$ cat config.mk
export PLATFORM = sky130hd
export DESIGN_NAME = logic_thief_capture_ctrl_flat
export DESIGN_NICKNAME = d
export VERILOG_FILES = /design/src/rtl/logic_thief_capture_ctrl_if.sv /design/src/rtl/logic_thief_capture_ctrl.sv /design/src/flat_wrapper.sv
export SDC_FILE = /design/constraint.sdc
export NUM_CORES = 1
export LEC_CHECK = 0
export ABC_CLOCK_PERIOD_IN_PS = 2400
export CORE_MARGIN = 4
export CORE_UTILIZATION = 35
export DETAILED_ROUTE_END_ITERATION = 8
export DONT_BUFFER_PORTS = 1
export PLACE_DENSITY_LB_ADDON = 0.12
export SYNTH_ARGS = -nofsm -noshare
export SYNTH_HDL_FRONTEND = slang
export SYNTH_SLANG_ARGS = --single-unit
export TNS_END_PERCENT = 1
$ cat constraint.sdc
create_clock -name clk_i -period 2.4 [get_ports clk_i]
set_clock_uncertainty 0.1 [all_clocks]
set_input_delay 0.12 -clock clk_i [delete_from_list [all_inputs] [get_ports clk_i]]
set_output_delay 0.12 -clock clk_i [all_outputs]
set_load 0.02 [all_outputs]
$ cat src/rtl/logic_thief_capture_ctrl_if.sv
// Bus bundle between the software command/config registers, the capture sequencer and the trace BRAM write port.
// When LOGTHIEF_TRIG_OCCUR_EN is defined, it also carries the trigger occurrence count.
interface logic_thief_capture_ctrl_if #(
  parameter int LOG2_DEEP   = 8,
  parameter int MATCH_WIDTH = 8
);
  logic [31:0]          cmd_i;
  logic [MATCH_WIDTH-1:0] trig_data_i;
  logic [MATCH_WIDTH-1:0] trig_mask_i;
  logic [MATCH_WIDTH-1:0] trig_value_i;
  logic [LOG2_DEEP-1:0]   post_count_i;
`ifdef LOGTHIEF_TRIG_OCCUR_EN
  logic [7:0]             occur_count_i;
`endif
  logic [LOG2_DEEP-1:0]   wr_addr_o;
  logic                   wr_en_o;
  logic [1:0]             state_o;
  logic [LOG2_DEEP-1:0]   trig_addr_o;
  logic                   wrapped_o;
  logic                   done_o;

  modport master (
    output cmd_i, trig_data_i, trig_mask_i, trig_value_i, post_count_i,
`ifdef LOGTHIEF_TRIG_OCCUR_EN
    output occur_count_i,
`endif
    input  wr_addr_o, wr_en_o, state_o, trig_addr_o, wrapped_o, done_o
  );

  modport slave (
    input  cmd_i, trig_data_i, trig_mask_i, trig_value_i, post_count_i,
`ifdef LOGTHIEF_TRIG_OCCUR_EN
    input  occur_count_i,
`endif
    output wr_addr_o, wr_en_o, state_o, trig_addr_o, wrapped_o, done_o
  );
endinterface

$ cat src/rtl/logic_thief_capture_ctrl.sv
// Trigger/capture sequencer for the logic-thief trace BRAM. It records into a circular buffer, triggers on a masked match,
// writes post-trigger samples and then freezes. Optional feature macro: LOGTHIEF_TRIG_OCCUR_EN (fire on the Nth match).
module logic_thief_capture_ctrl #(
  parameter int          LOG2_DEEP   = 8,
  parameter int          MATCH_WIDTH = 8,
  parameter logic [31:0] CMD_CLEAR   = 32'hDEADDEAD,
  parameter logic [31:0] CMD_ARM     = 32'hDEADCAFE
) (
  input  logic clk_i,
  input  logic rst_i,
  logic_thief_capture_ctrl_if.slave bus
);

  typedef enum logic [1:0] {
    IDLE  = 2'b00,
    ARMED = 2'b01,
    POST  = 2'b10,
    DONE  = 2'b11
  } state_e;

  state_e               state_q, state_d;
  logic [31:0]          cmd_q;
  logic [LOG2_DEEP-1:0] wr_addr_q, wr_addr_d;
  logic [LOG2_DEEP-1:0] trig_addr_q, trig_addr_d;
  logic [LOG2_DEEP-1:0] remaining_q, remaining_d;
  logic                 wrapped_q, wrapped_d;
  logic [7:0]           occur_q, occur_d;

  logic wr_en;
  logic arm_evt;
  logic match;
  logic fire;

  assign wr_en   = (state_q == ARMED) || (state_q == POST);
  assign arm_evt = (bus.cmd_i == CMD_ARM) && (cmd_q != CMD_ARM);
  assign match   = ((bus.trig_data_i ^ bus.trig_value_i) & bus.trig_mask_i) == '0;

`ifdef LOGTHIEF_TRIG_OCCUR_EN
  assign fire = match && (occur_q == bus.occur_count_i);
`else
  assign fire = match;
`endif

  // NOTE: every next-state signal is given its hold value first, so no path through this block can infer a latch.
  always_comb begin
    state_d     = state_q;
    wr_addr_d   = wr_addr_q;
    trig_addr_d = trig_addr_q;
    remaining_d = remaining_q;
    wrapped_d   = wrapped_q;
    occur_d     = occur_q;

    // Every write slot advances the circular address, whatever the state.
    if (wr_en) begin
      wr_addr_d = wr_addr_q + LOG2_DEEP'(1);
      if (&wr_addr_q) wrapped_d = 1'b1;
    end

    unique case (state_q)
      IDLE, DONE: begin
        if (arm_evt) begin
          state_d     = ARMED;
          wr_addr_d   = '0;
          trig_addr_d = '0;
          wrapped_d   = 1'b0;
          occur_d     = '0;
        end
      end
      ARMED: begin
        if (fire) begin
          trig_addr_d = wr_addr_q;
          remaining_d = bus.post_count_i;
          state_d     = (bus.post_count_i == '0) ? DONE : POST;
        end else if (match) begin
          occur_d = occur_q + 8'd1;
        end
      end
      POST: begin
        remaining_d = remaining_q - LOG2_DEEP'(1);
        if (remaining_q == LOG2_DEEP'(1)) state_d = DONE;
      end
      default: state_d = IDLE;
    endcase

    if (bus.cmd_i == CMD_CLEAR) begin
      state_d     = IDLE;
      wr_addr_d   = '0;
      trig_addr_d = '0;
      remaining_d = '0;
      wrapped_d   = 1'b0;
      occur_d     = '0;
    end
  end

  // NOTE: registers use non-blocking assignments so all flops sample their inputs from the same clock edge.
  always_ff @(posedge clk_i) begin
    if (rst_i) begin
      state_q     <= IDLE;
      cmd_q       <= '0;
      wr_addr_q   <= '0;
      trig_addr_q <= '0;
      remaining_q <= '0;
      wrapped_q   <= 1'b0;
      occur_q     <= '0;
    end else begin
      state_q     <= state_d;
      cmd_q       <= bus.cmd_i;
      wr_addr_q   <= wr_addr_d;
      trig_addr_q <= trig_addr_d;
      remaining_q <= remaining_d;
      wrapped_q   <= wrapped_d;
      occur_q     <= occur_d;
    end
  end

  assign bus.wr_addr_o   = wr_addr_q;
  assign bus.wr_en_o     = wr_en;
  assign bus.state_o     = state_q;
  assign bus.trig_addr_o = trig_addr_q;
  assign bus.wrapped_o   = wrapped_q;
  assign bus.done_o      = (state_q == DONE);

endmodule

$ cat src/flat_wrapper.sv
// flat-port wrapper written by rule: the top's interface ports become plain ports
module logic_thief_capture_ctrl_flat 
#(
  parameter int          LOG2_DEEP   = 8,
  parameter int          MATCH_WIDTH = 8,
  parameter logic [31:0] CMD_CLEAR   = 32'hDEADDEAD,
  parameter logic [31:0] CMD_ARM     = 32'hDEADCAFE
)
  (clk_i, rst_i, bus_cmd_i, bus_trig_data_i, bus_trig_mask_i, bus_trig_value_i, bus_post_count_i, bus_wr_addr_o, bus_wr_en_o, bus_state_o, bus_trig_addr_o, bus_wrapped_o, bus_done_o);
  logic_thief_capture_ctrl_if #(.LOG2_DEEP(LOG2_DEEP), .MATCH_WIDTH(MATCH_WIDTH)) bus_i ();
  input  logic clk_i;
  input  logic rst_i;
  input wire logic [$bits(bus_i.cmd_i)-1:0] bus_cmd_i;
  input wire logic [$bits(bus_i.trig_data_i)-1:0] bus_trig_data_i;
  input wire logic [$bits(bus_i.trig_mask_i)-1:0] bus_trig_mask_i;
  input wire logic [$bits(bus_i.trig_value_i)-1:0] bus_trig_value_i;
  input wire logic [$bits(bus_i.post_count_i)-1:0] bus_post_count_i;
  output wire logic [$bits(bus_i.wr_addr_o)-1:0] bus_wr_addr_o;
  output wire logic [$bits(bus_i.wr_en_o)-1:0] bus_wr_en_o;
  output wire logic [$bits(bus_i.state_o)-1:0] bus_state_o;
  output wire logic [$bits(bus_i.trig_addr_o)-1:0] bus_trig_addr_o;
  output wire logic [$bits(bus_i.wrapped_o)-1:0] bus_wrapped_o;
  output wire logic [$bits(bus_i.done_o)-1:0] bus_done_o;
  assign bus_i.cmd_i = bus_cmd_i;
  assign bus_i.trig_data_i = bus_trig_data_i;
  assign bus_i.trig_mask_i = bus_trig_mask_i;
  assign bus_i.trig_value_i = bus_trig_value_i;
  assign bus_i.post_count_i = bus_post_count_i;
  assign bus_wr_addr_o = bus_i.wr_addr_o;
  assign bus_wr_en_o = bus_i.wr_en_o;
  assign bus_state_o = bus_i.state_o;
  assign bus_trig_addr_o = bus_i.trig_addr_o;
  assign bus_wrapped_o = bus_i.wrapped_o;
  assign bus_done_o = bus_i.done_o;
  logic_thief_capture_ctrl #(.LOG2_DEEP(LOG2_DEEP), .MATCH_WIDTH(MATCH_WIDTH), .CMD_CLEAR(CMD_CLEAR), .CMD_ARM(CMD_ARM)) u_core (.clk_i(clk_i), .rst_i(rst_i), .bus(bus_i));
endmodule
# Word level (Yosys, flattened, before mapping)
# Cells that the tools add are included.
[op_classes]
add_sub_neg = 2
eq_ne = 10
muxes = 17
bitwise = 2
n_reduce_logical = 13
[op_table]
columns = ["cell", "n"]
rows = [
  ["$eq A32 B32 Y1 const B", 2],
  ["$mux W8", 6],
  ["$ne A32 B32 Y1 const B", 1],
  ["$pmux W8 S2", 2],
  ["$logic_not A8 Y1", 2],
  ["$add A8 B1 Y8 const B", 1],
  ["$and A8 B8 Y8", 1],
  ["$eq A8 B1 Y1 const B", 1],
  ["$reduce_and A8 Y1", 1],
  ["$sub A8 B1 Y8 const B", 1],
  ["$xor A8 B8 Y8", 1],
  ["$mux W2", 3],
  ["$pmux W2 S3", 1],
  ["$reduce_and A3 Y1", 2],
  ["$mux W1", 5],
  ["$eq A2 B2 Y1 const B", 2],
  ["$ne A2 B1 Y1 const B", 2],
  ["$reduce_bool A2 Y1", 2],
  ["$reduce_or A2 Y1", 2],
  ["$eq A2 B1 Y1 const B", 1],
  ["$logic_not A2 Y1", 1],
  ["$ne A2 B2 Y1 const B", 1],
  ["$reduce_and A2 Y1", 1],
  ["$logic_and A1 B1 Y1", 1],
  ["$logic_or A1 B1 Y1", 1],
]
[word_totals]
register_bits = 59
input_bits = 66
out_inout_bits = 21
word_cells = 50

# Depth between registers and ports, before layout
# Gate-level depths: netlist (run 1).
[depth]
ltp_word = 5
depth_mapped = 8
ltp_nobuf = 7

# Worst setup path before layout (run 1)
# Ideal clock, no wire load.
[synth_timing]
path_kind = "flip-flop to flip-flop"
startpoint = "reg u_core.state_q[0] (netlist: u_core.bus.state_o[0])"
endpoint = "reg u_core.wr_addr_q[7] (netlist: u_core.bus.wr_addr_o[7])"
setup_ns = 0.071
arrival_ns = 2.006
required_ns = 2.229
slack_ns = 0.224
stages_incl_launch_ff = 9
n_path_buf = 1
synth_period_minus_slack_ns = 2.176
path_cell_list = "dfxtp_1 > inv_1 > ha_1 > buf_4 > nor2b_1 > nand3_1 > or3_1 > or2_2 > a21oi_1"
[synth_via]
elab_chain_cells = 5
word_cells_on_any_way = 9
classes_between = "eq/ne (3); mux (3); reduce/logical (3)"
[synth_rtl]
columns = ["item", "line", "source"]
rows = [
  ["start, declared", "logic_thief_capture_ctrl.sv:21", "state_e state_q, state_d;"],
  ["start signal, assigned", "logic_thief_capture_ctrl.sv:106", "state_q <= state_d;"],
  ["$eq A2 B1 Y1 / $eq A2 B2 Y1 (equally long branches)", "-", ""],
  ["$logic_or A1 B1 Y1", "logic_thief_capture_ctrl.sv:34", "assign wr_en = (state_q == ARMED) || (state_q == POST);"],
  ["$mux W8", "logic_thief_capture_ctrl.sv:54", "if (wr_en) begin"],
  ["$mux W8", "logic_thief_capture_ctrl.sv:61", "if (arm_evt) begin"],
  ["$mux W8 (*)", "logic_thief_capture_ctrl.sv:59", "unique case (state_q)"],
  ["end signal, assigned", "logic_thief_capture_ctrl.sv:108", "wr_addr_q <= wr_addr_d;"],
  ["end, declared", "logic_thief_capture_ctrl.sv:23", "logic [LOG2_DEEP-1:0] wr_addr_q, wr_addr_d;"],
]
# Every way passes the cells marked *; elsewhere a longest branch is shown, timed or not.
# A chain may end at the register's enable or synchronous reset.

# Final worst setup path (run 1)
[layout_timing]
startpoint = "reg u_core.cmd_q[22]"
endpoint = "reg u_core.trig_addr_q[2] (netlist: u_core.bus.trig_addr_o[2])"
[layout_via]
elab_chain_cells = 4
[layout_rtl]
columns = ["item", "line", "source"]
rows = [
  ["start, declared", "logic_thief_capture_ctrl.sv:22", "logic [31:0] cmd_q;"],
  ["start signal, assigned", "logic_thief_capture_ctrl.sv:107", "cmd_q <= bus.cmd_i;"],
  ["$ne A32 B32 Y1", "logic_thief_capture_ctrl.sv:35", "assign arm_evt = (bus.cmd_i == CMD_ARM) && (cmd_q != CMD_ARM);"],
  ["$logic_and A1 B1 Y1", "logic_thief_capture_ctrl.sv:35", ""],
  ["$ne A2 B1 Y1 (no source line)", "-", ""],
  ["$reduce_and A3 Y1 (no source line)", "-", ""],
  ["end signal, assigned", "logic_thief_capture_ctrl.sv:109", "trig_addr_q <= trig_addr_d;"],
  ["end, declared", "logic_thief_capture_ctrl.sv:24", "logic [LOG2_DEEP-1:0] trig_addr_q, trig_addr_d;"],
]
# Every way passes these cells.

==> results of run 1 <==
## worst max path at each step
stage,startpoint,endpoint,slack [ns],depth (start not counted)
floorplan,u_core.bus.state_o[0],u_core.bus.wr_addr_o[7],0.22,8
global placement,u_core.cmd_q[22],u_core.bus.trig_addr_o[5],0.33,6
detailed placement,u_core.cmd_q[22],u_core.bus.trig_addr_o[5],0.32,6
CTS,u_core.cmd_q[22],u_core.bus.trig_addr_o[2],0.31,6
global route,u_core.cmd_q[17],u_core.bus.trig_addr_o[2],0.23,6
finish,u_core.cmd_q[22],u_core.bus.trig_addr_o[2],0.31,6
## power by group through the flow
| stage | combinational, mW | sequential, mW | clock (mW) |
|---|---|---|---|
| final | 0.761 | 1.16 | 0.923 |
| after global routing | 0.856 | 1.18 | 1.00 |
| after CTS | 0.761 | 1.16 | 0.962 |
| after detailed placement | 0.698 | 1.18 | 0 |
| after global placement | 0.699 | 1.18 | 0 |
| after floorplan | 0.532 | 1.17 | 0 |
## cell usage after synthesis (3+ instances only)
library cell / instances / area share, %
dfxtp_1: 59 / 45
inv_1: 9 / 1.3
nand2b_1: 3 / 0.71
xnor2_1: 4 / 1.3
clkbuf_1: 7 / 0.99
nor3_1: 9 / 1.7
ha_1: 6 / 2.8
nand4_1: 3 / 0.71
a21oi_1: 6 / 1.1
and2_2: 4 / 1.1
a211oi_1: 4 / 1.1
a32o_1: 9 / 3.4
nand2_1: 12 / 1.7
o21ai_0: 3 / 0.57
xor2_1: 11 / 3.6
a22oi_1: 6 / 1.7
and2_1: 4 / 0.95
nand4b_1: 8 / 2.7
nand3_1: 6 / 1.1
nor2_1: 22 / 3.1
nor2b_1: 34 / 8.1
## layout make-up
class,count,area (um^2)
multi-input combinational,197,1380
tap,99,124
clock inverter,3,65.1
timing repair buffer,45,430
inverter,9,33.8
sequential,59,1180
fill,738,3950
clock buffer,11,131
## metrics by stage
step | total power, mW | instances
5_1_grt | 3.04 | 423
2_1_floorplan | 1.71 | 275
4_1_cts | 2.88 | 423
3_5_place_dp | 1.88 | 372
3_3_place_gp | 1.88 | 372
6_report | 2.85 | 423
## state kept, by name, indices dropped and copies added (netlist names)
name / flops
u_core.bus.trig_addr_o: 8
u_core.bus.wrapped_o: 1
u_core.remaining_q: 8
u_core.bus.wr_addr_o: 8
u_core.bus.state_o: 2
u_core.cmd_q: 32
## what timing repair did
action,4_1_cts,5_1_grt
endpoints found under the setup margin,0,0
setup buffers,0,0
hold buffers,37,0
hold endpoints to repair,36,0
## metal layers
metal | part of all wire (%) | global-route usage [%]
met5 | 0 | 0
met4 | 1.5 | 5.29
met2 | 47 | 25.7
met1 | 43 | 18.7
met3 | 8.3 | 6.45
## cells by family after synthesis
family                   count (synthesis)  synth area share, %
multiplexers                             1                0.426
buffers and inverters                   19                 2.98
XOR/XNOR                                15                 4.97
flip-flops                              59                 44.7
AND/OR/NAND/NOR                        127                 29.0
adder cells (fa/ha/maj)                  6                 2.84
AO/OA/AOI/OAI                           48                 15.0
## cells in the final DEF, fill, tap and decap left out, types with 8 or more instances in the layout
cell and count:
xor2_1 11, nor2b_1 34, nand2_1 12, nand4b_1 8, nor3_1 9, a32o_1 9
dfxtp_1 59, buf_4 8, clkbuf_8 9, nor2_1 22, inv_1 9, dlygate4sd3_1 37
==> out/summary.txt, run 1 <==
area of the core = 7290 um^2
post-placement cell area = 2780 um^2
Post-synth EDFFs = 0
die width = 94.9 um
maximum vdd drop = 0.538 mV
drt drc = 0
HP Start = bus_post_count_i[3]
Setup crit end kind = flop
Top FF cell, synth = dfxtp_1
Reg clk slew, reported paths = 0.06 ns
Comb pwr share = 26.7%
Worst Hold End = u_core.remaining_q[3]
synthesized net count = 347
layout cells sized above 1 = 12.0%
final setup vio count = 0
Setup WS post-layout = 0.313 ns
I/O pin total = 87
Clock Path Buffers = 2
Clock Latency Late Sink = 0.32 ns
RR Endpoint = u_core.bus.trig_addr_o[2]
Routed WL = 6810 um
Slew Viols, Final = 0
Post-Syn Area = 2640 um^2
Yosys warnings = 0
max-cap violation count = 0
Startpoint Class = flop
WP data required = 2.51 ns
depth of the worst hold-timing path = 2
Fmax = 0.479 GHz
design area = 3350 um^2
period utilization = 87.0%
sequential area share after synthesis = 44.7%
initial DRC count = 40
Tmin final = 2.09 ns
total gr overflow = 0
P_leak = 1.25 nW
gpl congestion = 0.781
slew at the pin closest to its max-slew limit = 1.09 ns
Die Height = 94.9 um
gr usage total = 15.7%
Worst Path Arrival = 2.20 ns
crit-path cells = nand4bb_1 > or4_1 > o2111a_2 > a21oi_4 > nor2_2 > a32o_1
worst min path class = primary input to flop
pre-CTS setup slack = 0.324 ns
CP max stage delay = 0.54 ns
# nets final = 393
Critical path buffers and inverters = 0
largest net degree at the start of global routing = 33
outcome = complete, no violations
RSZ-0062 raised after global routing = false
P per Cell Area = 851 nW/um^2
NetSw = 862 uW
reg-to-reg slack, setup = 0.31 ns
WL/cell = 16.1 um
clock power share = 32.4%
Starting Density = 36.2%
count of cell types in the netlist = 58
WS Path Type = flop to flop
critical path's top delay family = simple AND/OR/NAND/NOR gates
Mean Syn Cell Area = 9.60 um^2
CP max FO = 8
initial antenna violation count = 0
die area = 9000 um^2
worst r2r src = u_core.cmd_q[22]
CTS Sinks = 59
sw frac = 30.3%
slew margin rel. = 27.0%
vias per inst = 5.16
Finished Core Util = 45.9%
ANT nets after route = 0
sequential share of power = 40.8%
count of final hold-check violations = 0
internal power = 1.99 mW
htree depth = 3
IO buf count = 0
Reg2Reg Depth = 6
n_diodes = 0
Rows = 31
vias in the first global route = 2,241
cells after synthesis = 275
fraction of registers with async set/reset = 0%
setup_tns = 0 ns
FF+latch count, synth = 59
Num CTS Buffers = 9
WHS = 0.0113 ns
1st-pass router iterations = 4
Gates resized, CTS repair = 0
Layout area overhead = 26.7%
Vias = 2,182
wire length of the first global-routing pass = 10,900 um
Root Buffer = clkbuf_8
Post-DP HPWL = 4810 um
Slowest-stage cell, CP = or4_1
CTS tree = built
Note: power is estimated with default switching activity, not from simulation.
==> inputs of run 2 (changes only) <==
Settings changed: CORE_UTILIZATION 35 to 45.
==> out/summary.txt, run 2 (synthesis results as in run 1) <==
WP data required = 2.53 ns (+0.02 ns)
sequential cell area = 1180 um^2 (unchanged)
vias in the first global route = 2,175 (-2.9%)
Reg2Reg Depth = 6 (unchanged)
Tmin final = 2.08 ns (-0.00210 ns)
Cell Count, Final, Fillers Out = 395 (-6.6%)
Clock Latency Late Sink = 0.34 ns (+0.02 ns)
FILL cells = 524 (-29%)
Worst Hold End = u_core.remaining_q[3]
Layout area overhead = 23.9%
wire length of the first global-routing pass = 10,600 um (-2.6%)
Vias = 2,182 (unchanged)
I/O pin total = 87 (unchanged)
outcome = complete, no violations
multi-input combinational cell area = 1380 um^2 (unchanged)
# nets final = 390 (-0.76%)
post-placement cell area = 2730 um^2 (-1.8%)
WL/cell = 16.7 um (+3.5%)
worst r2r src = u_core.cmd_q[22]
dpl cells = 343 (-7.8%)
htree depth = 3 (unchanged)
layout cells sized above 1 = 12.4% (+0.35 points)
Setup crit end kind = flop
period utilization = 86.9% (-0.088 points)
Slew Viols, Final = 0 (unchanged)
reg-to-reg slack, setup = 0.32 ns (about the same)
drt drc = 0 (unchanged)
die area = 7160 um^2 (-20%)
max-cap violation count = 0 (unchanged)
Top reg by flops = u_core.cmd_q
count of final hold-check violations = 0 (unchanged)
commonest non-fill, non-tap cell in the layout = dfxtp_1
Reg clk slew, reported paths = 0.07 ns (about the same)
depth of the worst hold-timing path = 2 (unchanged)
Starting Density = 47.1% (+11 points)
Startpoint Class = flop
vias per inst = 5.52 (+7.1%)
HP Start = bus_post_count_i[3]
RSZ-0062 raised after global routing = false
area of the core = 5610 um^2 (-23%)
die width = 84.6 um (-11%)
largest net degree at the start of global routing = 33 (unchanged)
design area = 3270 um^2 (-2.2%)
setup bufs post-CTS = 0 (unchanged)
Clock Path Buffers = 2 (unchanged)
Fmax = 0.480 GHz (+0.10%)
P per Cell Area = 826 nW/um^2 (-2.9%)
1st-pass router iterations = 4 (unchanged)
WHS = 0.0202 ns (+0.00888 ns)
Routed WL = 6580 um (-3.4%)
RR Endpoint = u_core.bus.trig_addr_o[4]
gr usage total = 18.7% (+2.9 points)
P_leak = 1.23 nW (-2.0%)
n_diodes = 0 (unchanged)
maximum vdd drop = 0.630 mV (+17%)
gpl congestion = 0.902 (+15%)
CP max FO = 8 (unchanged)
Worst Path Arrival = 2.22 ns (+0.02 ns)
WS Path Type = flop to flop
commonest cells after routing, fill and taps aside = dfxtp_1 (59), dlygate4sd3_1 (36), nor2b_1 (34), nor2_1 (22), nand2_1 (12)
slew at the pin closest to its max-slew limit = 1.09 ns (-0.000974 ns)
Num CTS Buffers = 9 (unchanged)
ANT nets after route = 0 (unchanged)
Die Height = 84.6 um (-11%)
total gr overflow = 0 (unchanged)
CTS tree = built
IO buf count = 0 (unchanged)
max reg flops = 32 (unchanged)
final setup vio count = 0 (unchanged)
worst min path class = primary input to flop
Root Buffer = clkbuf_8
Rows = 27 (-13%)
Post-DP HPWL = 4540 um (-5.7%)
slew margin rel. = 27.1% (+0.065 points)
CTS Sinks = 59 (unchanged)
setup_tns = 0 ns (unchanged)
initial DRC count = 80 (+100%)
initial antenna violation count = 0 (unchanged)
Finished Core Util = 58.3% (+12 points)
==> run 2: power by group <==
group          switching, mW  total [mW]  internal, mW
registers             0.0855        1.16          1.07
logic                  0.411       0.736         0.326
clock network          0.382       0.809         0.427
==> run 2: layout make-up <==
class / instances / share of cell area, %
well taps: 72 / 2.75
clock inverters: 4 / 0.765
repair buffers: 42 / 12.4
clock buffers: 12 / 4.74
inverters: 9 / 1.03
multi-input cells: 197 / 42.2
flip-flops and latches: 59 / 36.1
==> run 2: worst max-delay path, cell delays in order, from the launching register on <==
cell       delay (ns)
dfxtp_1          0.30
nand4bb_1        0.17
or4_1            0.52
o2111a_2         0.31
a21oi_4          0.23
nor2_2           0.13
a32o_1           0.22
==> run 2: how the worst max path moves through the flow <==
stage | from | depth (start not counted) | to
floorplan | u_core.bus.state_o[0] | 8 | u_core.bus.wr_addr_o[7]
global route | u_core.cmd_q[22] | 6 | u_core.bus.trig_addr_o[4]
global placement | u_core.cmd_q[22] | 6 | u_core.bus.trig_addr_o[4]
CTS | u_core.cmd_q[22] | 6 | u_core.bus.trig_addr_o[4]
finish | u_core.cmd_q[22] | 6 | u_core.bus.trig_addr_o[4]
detailed placement | u_core.cmd_q[22] | 6 | u_core.bus.trig_addr_o[4]
==> run 2: stage by stage <==
stage | total power, mW | setup WS [ns]
2_1_floorplan | 1.71 | 0.224
3_3_place_gp | 1.85 | 0.358
3_5_place_dp | 1.85 | 0.337
4_1_cts | 2.72 | 0.322
5_1_grt | 2.87 | 0.227
6_report | 2.70 | 0.315
==> run 2: timing repair <==
item / CTS / global route
hold buffers: 36 / 0
endpoints found under the hold margin: 35 / 0
resized for setup: 0 / 0
==> run 2: per-layer routing <==
metal / wire length (um) / vias to the layer above / GRT usage (%)
met2: 3200 / 68 / 29.8
met4: 74 / 0 / 4.75
met1: 2790 / 1026 / 23.1
met5: 0 / - / 0
met3: 521 / 8 / 8.24
li1: - / 1080 / -
==> inputs of run 3 (changes only) <==
Settings changed: ABC_CLOCK_PERIOD_IN_PS 2400 to 2500, CORE_UTILIZATION 45 to 60.
Clock period 2.4 ns to 2.5 ns, I/O delays scaled along.
==> out/summary.txt, run 3 (synthesis results as in run 1) <==
outcome = complete, no violations
WS Path Type = flop to flop
Starting Density = 64.2% (+17 points)
maximum vdd drop = 0.522 mV (-17%)
M1 wire length = 2920 um (+4.8%)
Clock Path Buffers = 2 (unchanged)
worst min path class = primary input to flop
gpl congestion = 0.906 (+0.53%)
ANT nets after route = 0 (unchanged)
# nets final = 389 (-0.26%)
IO buf count = 0 (unchanged)
wire length of the first global-routing pass = 11,500 um (+8.5%)
Die Height = 74.4 um (-12%)
DR top layer = met4
Tmin final = 2.10 ns (+0.0132 ns)
Post-DP HPWL = 4460 um (-1.6%)
WL/cell = 19.8 um (+19%)
Fmax = 0.477 GHz (-0.63%)
CTS Sinks = 59 (unchanged)
slew margin rel. = 24.8% (-2.3 points)
1st-pass router iterations = 4 (unchanged)
commonest non-fill, non-tap cell in the layout = dfxtp_1
setup_tns = 0 ns (unchanged)
Setup crit end kind = flop
Slew Viols, Final = 0 (unchanged)
initial DRC count = 148 (+85%)
area of the core = 4120 um^2 (-27%)
drt drc = 0 (unchanged)
max-cap violation count = 0 (unchanged)
Met2 Routed Length = 3720 um (+16%)
Rows = 23 (-15%)
commonest cells after routing, fill and taps aside = dfxtp_1 (59), dlygate4sd3_1 (36), nor2b_1 (34), nor2_1 (22), nand2_1 (12)
CTS tree = built
P_leak = 1.25 nW (+1.4%)
htree depth = 3 (unchanged)
total gr overflow = 0 (unchanged)
layout cells sized above 1 = 11.8% (-0.58 points)
Cell Count, Final, Fillers Out = 372 (-5.8%)
initial antenna violation count = 0 (unchanged)
Layout area overhead = 24.0%
largest net degree at the start of global routing = 33 (unchanged)
die width = 74.4 um (-12%)
Power Total = 2.82 mW (+4.2%)
period utilization = 83.9% (-2.9 points)
vias per inst = 6.05 (+9.5%)
gr usage total = 28.1% (+9.4 points)
Top reg by flops = u_core.cmd_q
Reg clk slew, reported paths = 0.07 ns (about the same)
Root Buffer = clkbuf_8
I/O pin total = 87 (unchanged)
count of final hold-check violations = 0 (unchanged)
max reg flops = 32 (unchanged)
P per Cell Area = 860 nW/um^2 (+4.1%)
RSZ-0062 raised after global routing = false
Startpoint Class = flop
die area = 5530 um^2 (-23%)
WL met3 = 614 um (+18%)
WP data required = 2.64 ns (+0.11 ns)
Worst Path Arrival = 2.23 ns (about the same)
n_diodes = 0 (unchanged)
Routed WL = 7380 um (+12%)
CP max FO = 8 (unchanged)
Num CTS Buffers = 9 (unchanged)
WHS = 0.0160 ns (-0.00421 ns)
slew at the pin closest to its max-slew limit = 1.12 ns (+0.0347 ns)
Clock Latency Late Sink = 0.34 ns (about the same)
dpl cells = 320 (-6.7%)
vias in the first global route = 2,334 (+7.3%)
Vias = 2,251 (+3.2%)
final setup vio count = 0 (unchanged)
-- run 3: changes by cell type in the layout (fill, tap and decap cells not counted) --
cell,change
clkbuf_8,-1
clkinv_2,-1
clkinvlp_4,-2
clkinv_4,+1
buf_4,-1
clkbuf_1,+1
bufinv_16,+2
-- run 3: repair_timing --
action,in CTS,in global routing
hold buffers,36,0
resized for setup,0,0
endpoints found under the hold margin,35,0
setup buffers,0,0
-- run 3: through the flow --
step,instance area [um^2],worst slack (ns),util (%)
CTS,3280,0.417,79.6
global route,3280,0.234,79.6
detailed placement,2700,0.424,65.5
global placement,2700,0.471,65.5
finish,3280,0.402,79.6
floorplan,2640,0.324,-
-- run 3: critical path, cell delays in order, from the launching register on --
cell,delay (ns)
dfxtp_1,0.30
nand4bb_1,0.17
or4_1,0.55
o2111a_2,0.32
a21oi_4,0.22
nor2_2,0.12
a32o_1,0.21
-- run 3: area by class of cell --
cell class	instances	area, um^2
fill	270	840
inverter	9	33.8
clock inverter	4	73.8
multi-input combinational	197	1380
clock buffer	12	145
timing repair buffer	41	398
sequential	59	1180
tap	50	62.6
-- run 3: path summary, 6_finish.rpt --
| path | slack [ns] | from | cells past startpoint | endpoint |
|---|---|---|---|---|
| worst max register to register | 0.40 | u_core.cmd_q[17] | 6 | u_core.bus.trig_addr_o[6] |
| worst min-delay path | 0.02 | rst_i | 2 | u_core.remaining_q[7] |
| worst max-delay path | 0.40 | u_core.cmd_q[17] | 6 | u_core.bus.trig_addr_o[6] |
| worst min register to register | 0.43 | u_core.remaining_q[4] | 1 | u_core.remaining_q[4] |
-- run 3: power by group --
group / total (mW) / internal [mW] / switching [mW]
Sequential: 1.12 / 1.03 / 0.0902
Clock: 0.981 / 0.589 / 0.391
Combinational: 0.717 / 0.307 / 0.411
-- run 3: per-layer routing --
layer,global-route usage [%],vias up
met5,0,-
met4,9.68,0
met3,9.46,14
met2,46.9,91
met1,34.0,1065
li1,-,1081
